===== config.mk =====
export PLATFORM = sky130hd
export DESIGN_NAME = spi_shifter
export DESIGN_NICKNAME = d
export VERILOG_FILES = /design/src/rtl/spi_shifter.sv
export SDC_FILE = /design/constraint.sdc
export NUM_CORES = 1
export LEC_CHECK = 0
export ABC_AREA = 1
export CAP_MARGIN = 20
export CORE_MARGIN = 2
export CORE_UTILIZATION = 45
export CTS_BUF_LIST = sky130_fd_sc_hd__clkbuf_2 sky130_fd_sc_hd__clkbuf_4 sky130_fd_sc_hd__clkbuf_8
export DETAILED_ROUTE_END_ITERATION = 8
export PLACE_DENSITY = 0.69
export SKIP_CTS_REPAIR_TIMING = 1
export SYNTH_ARGS = -nofsm -noshare
export SYNTH_HDL_FRONTEND = slang
export SYNTH_SLANG_ARGS = --single-unit

===== constraint.sdc =====
create_clock -name CLK -period 2.4 [get_ports CLK]
set_input_delay 0.24 -clock CLK [delete_from_list [all_inputs] [get_ports CLK]]
set_output_delay 0.24 -clock CLK [all_outputs]
set_load 0.02 [all_outputs]

===== src/rtl/spi_shifter.sv =====
// SPI master byte shifter: 16 half-period transfer, MSB first, with
// programmable SCK divider, clock polarity and two active-low selects.
//
// Ports:
//   CLK      system clock, all state on its rising edge
//   RST      synchronous active-high reset
//   CTRL_WE  one-cycle write strobe
//   CTRL_A   0 = data/start register, 1 = config register
//   CTRL_D   write data; config = {DIV, -, CPOL, nSS}
//   MISO     serial in from device 0, device 1, expansion port
//   MOSI     serial data out, MSB first
//   SCK      serial clock, idles at CPOL
//   nSS      active-low device selects
//   RDATA    last received byte
//   BUSY     transfer in progress
//   DONE     high in the final cycle of a transfer
module spi_shifter #(
  parameter int DIVW = 4
) (
  input  logic            CLK,
  input  logic            RST,
  input  logic            CTRL_WE,
  input  logic            CTRL_A,
  input  logic [7:0]      CTRL_D,
  input  logic [2:0]      MISO,
  output logic            MOSI,
  output logic            SCK,
  output logic [1:0]      nSS,
  output logic [7:0]      RDATA,
  output logic            BUSY,
  output logic            DONE
);

  typedef enum logic {
    IDLE,
    SHIFT
  } state_t;

  state_t state_q;
  state_t state_d;

  logic [DIVW-1:0] div_q;
  logic [DIVW-1:0] dcnt_q;
  logic [3:0]      hcnt_q;
  logic            cpol_q;
  logic            sck_q;
  logic            mosi_q;
  logic [1:0]      nss_q;
  logic [6:0]      tx_q;
  logic [7:0]      rx_q;
  logic [7:0]      rdata_q;

  logic busy;
  logic wr_data;
  logic wr_cfg;
  logic hp_end;
  logic rise_end;
  logic fall_end;
  logic last_end;
  logic miso_sel;
  logic done;

  assign busy    = (state_q == SHIFT);
  assign wr_data = CTRL_WE & ~CTRL_A & ~busy;
  assign wr_cfg  = CTRL_WE &  CTRL_A & ~busy;

  // Divider expiry marks the end of the current half-period.
  assign hp_end   = busy & (dcnt_q == '0);
  // hcnt is 0-based, so an even count ends an odd half-period.
  assign rise_end = hp_end & ~hcnt_q[0];
  assign fall_end = hp_end &  hcnt_q[0] & (hcnt_q != 4'd15);
  assign last_end = hp_end & (hcnt_q == 4'd15);

  // Expansion port answers only when neither device is selected.
  assign miso_sel = (MISO[0] & ~nss_q[0])
                  | (MISO[1] & ~nss_q[1])
                  | (MISO[2] &  nss_q[0] & nss_q[1]);

  always_ff @(posedge CLK) begin
    if (RST) begin
      state_q <= IDLE;
    end else begin
      state_q <= state_d;
    end
  end

  // DONE sits in the last busy cycle, so a write there is still blocked.
  always_comb begin
    state_d = state_q;
    done    = 1'b0;
    unique case (state_q)
      IDLE: begin
        if (wr_data) begin
          state_d = SHIFT;
        end
      end
      SHIFT: begin
        if (last_end) begin
          state_d = IDLE;
          done    = 1'b1;
        end
      end
      default: begin
        state_d = IDLE;
      end
    endcase
  end

  always_ff @(posedge CLK) begin
    if (RST) begin
      div_q   <= '0;
      dcnt_q  <= '0;
      hcnt_q  <= '0;
      cpol_q  <= 1'b0;
      sck_q   <= 1'b0;
      mosi_q  <= 1'b0;
      nss_q   <= 2'b11;
      tx_q    <= '0;
      rx_q    <= '0;
      rdata_q <= '0;
    end else begin
      // SCK follows CPOL immediately so the idle level is always right.
      if (wr_cfg) begin
        nss_q  <= CTRL_D[1:0];
        cpol_q <= CTRL_D[2];
        sck_q  <= CTRL_D[2];
        div_q  <= CTRL_D[7 -: DIVW];
      end
      if (wr_data) begin
        mosi_q <= CTRL_D[7];
        tx_q   <= CTRL_D[6:0];
        dcnt_q <= div_q;
        hcnt_q <= '0;
        rx_q   <= '0;
      end
      if (busy) begin
        if (hp_end) begin
          dcnt_q <= div_q;
          hcnt_q <= hcnt_q + 4'd1;
        end else begin
          dcnt_q <= dcnt_q - 1'b1;
        end
        unique case (1'b1)
          rise_end: begin
            sck_q <= ~cpol_q;
            rx_q  <= {rx_q[6:0], miso_sel};
          end
          fall_end: begin
            sck_q  <= cpol_q;
            mosi_q <= tx_q[6];
            tx_q   <= {tx_q[5:0], 1'b0};
          end
          last_end: begin
            sck_q   <= cpol_q;
            rdata_q <= rx_q;
          end
          default: begin
          end
        endcase
      end
    end
  end

  assign MOSI  = mosi_q;
  assign SCK   = sck_q;
  assign nSS   = nss_q;
  assign RDATA = rdata_q;
  assign BUSY  = busy;
  assign DONE  = done;

endmodule


==> results.md <==
* Status: complete, no violations
* Crit path launch type: flop
* Final worst-path cycle share at 90.7%
* Post-synth top area share at 45.7%
* DRT Pass-1 Iters at 4
* FMAX at 459 MHz
* Pleak at 0.980 nW
* First-pass GRT wire length at 6.97 mm
* Hold Vio Cnt, Final at 0
* Slowest-stage cell, CP: clkdlybuf4s50_1
* Synth cell types at 23
* Initial Utilization at 48.0%
* Clock Latency Late Sink at 0.30 ns
* Hold-critical path endpoint: div_q[1]
* Register area share after synthesis at 45.7%
* GP Congestion at 0.782
* Syn Nets at 261
* Final wirelength at 4.01 mm
* Diodes inserted at 0
* Drt via density at 4.98
* Data required, critical path at 2.16 ns
* CP Buf/Inv Count at 1
* # nets final at 292
* Overflow after GRT at 0
* Cell Area, Synth at 0.00180 mm2
* Detailed router's first-iteration violation count at 90
* R2R depth at 7
* Cell count after synthesis at 243
* PD cells at 639 mW/mm2
* Crit-path cells: ha_1 -> nand3_1 -> nor2_1 -> clkdlybuf4s50_1
* Clock sink count at 41
* Worst r2r dst: RDATA[0]
* Fin. max-slew vios at 0
* Critical path type: reg -> out
* Largest net degree at the start of global routing at 19
* Placed cell count at 315
* Worst Tran Pin Value at 0.437 ns
* CP max stage delay at 0.64 ns
* Asr flop ratio synth at 0%
* Drt drc at 0
* Core Rows at 22
* Final Total Pwr at 1.42 mW
* Hold_sp: div_q[1]
* Longest Clk Path Bufs at 2
* Top_reg_cell synth: dfxtp_1
* Yosys reg bits at 41
* Crit-path leading delay family: buffers and inverters
* WL/cell at 12.4 um
* Fraction of layout cells with a size suffix above 1 at 8.73%
* Vias in the first global route at 1516
* GRT Total Usage at 20.8%
* Final setup fails at 0
* Clock skew at 0.00696 ns
* Via count at 1608
* Ports at 29
* Layout Area Growth over Synthesis at 23.6%
* Placed cell area at 0.00212 mm2
* Endpoint class of the critical path: primary output
* Die footprint at 0.00452 mm2
* Port bufs at 28
* Number of enable flip-flop cells after synthesis at 0
* ANT nets after route at 0
* Synth warn at 0
* Post-Layout Cell Count at 323
* FF-to-FF Start: hcnt_q[0]
* Syn_area_per_cell at 7.40 um2
* Reg2reg setup slack at 0.77 ns
* Fin area at 0.00222 mm2
* Reg clk slew, reported paths at 0.08 ns
* Die Y at 67.2 um
* CTS Root Cell: clkbuf_8
* RSZ-0062 raised after global routing: false
* DP HPWL at 2.82 mm
* H-tree levels at 2
* Fin Hold WS at 0.459 ns
* Worst EP arrival at 1.94 ns
* Worst-path fanout max at 5
* Util after Layout at 59.4%
* Hold Path Stages at 2
* Initial antenna violation count at 0
* Largest cells by area after synthesis: dfxtp_1 46%, nand2_1 11%, a21oi_1 6.4%
* Fin Setup TNS at 0 ns
* Worst min path class: reg -> reg
* TritonCTS clock tree: built
* Minimum clock period at 2.18 ns
* Dpl ws at 0.560 ns
* TritonCTS Buffers at 5
* Max cap viols at 0
* Largest area contributor in the netlist: dfxtp_1
* Die width at 67.2 um
* Max_slew headroom at 70.9%
* Core Footprint at 0.00374 mm2
* VDD IR max at 0.484 mV
* Final worst setup slack at 0.223 ns
[layout by cell type (no fill, tap or decap), drive strengths merged]
cell           count
nand3             21
nor3               4
inv               28
o211ai             3
dfxtp             41
clkinv             1
or2                1
buf                4
a21oi             23
o31ai              1
ha                 3
o21ai             23
nand2             53
o22ai              1
xnor2              2
clkdlybuf4s50     28
clkbuf             7
nor2              31
[power breakdown]
group	internal (mW)	leakage (nW)	switching (mW)	total, mW
sequential	0.708	0.334	0.0213	0.729
combinational	0.0834	0.592	0.111	0.195
clock	0.260	0.0542	0.236	0.495
[cells in the mapped netlist, drive strengths merged (3+ instances only)]
library cell and n:
nand2 53, dfxtp 41, nor2 31, inv 28, a21oi 23, o21ai 23, nand3 21, buf 5
nor3 4, clkbuf 3, ha 3, o211ai 3
[kinds of logic after synthesis]
kind of cell	synth area share, %
buffers and inverters	8.49
DFF	45.7
xor gates and xnor gates	0.974
and+or+nand+nor	27.8
adders and majority gates	2.09
AOI/OAI and AO/OA	15.0
[how the worst max path moves through the flow]
stage | cells after the start | endpoint | startpoint
2_1_floorplan | 9 | SCK | BUSY
3_3_place_gp | 4 | DONE | hcnt_q[0]
3_5_place_dp | 4 | DONE | hcnt_q[0]
4_1_cts | 4 | DONE | hcnt_q[0]
5_1_grt | 4 | DONE | hcnt_q[0]
6_report | 4 | DONE | hcnt_q[0]
[metal layers]
layer	up-vias	GRT usage, %	part of all wire [%]
met3	5	6.00	2.8
met5	-	0	0
met4	0	7.65	1.6
li1	843	-	-
met2	21	31.4	45
met1	739	28.3	51
[cell type report]
| cell class | instances | area (um2) |
|---|---|---|
| repair buffers | 32 | 310 |
| fillers | 387 | 1520 |
| clock buffers | 7 | 96.3 |
| multi-input cells | 166 | 825 |
| clock inverters | 1 | 5.00 |
| inverters | 28 | 105 |
| well taps | 48 | 60.1 |
| flip-flops and latches | 41 | 821 |
[worst reg2reg max path, delay by kind of cell (launching register included)]
family,cells,cell delay (ns)
AND/OR/NAND/NOR,4,0.50
flip-flops,1,0.46
buffers and inverters,2,0.36
adder cells (fa/ha/maj),1,0.21
[flip-flops by register name (all words and copies together) (netlist names)]
signal	flops
BUSY	1
MOSI	1
RDATA	8
SCK	1
cpol_q	1
dcnt_q	4
div_q	4
hcnt_q	4
nSS	2
rx_q	8
tx_q	7
Note: power is estimated with default switching activity, not from simulation.
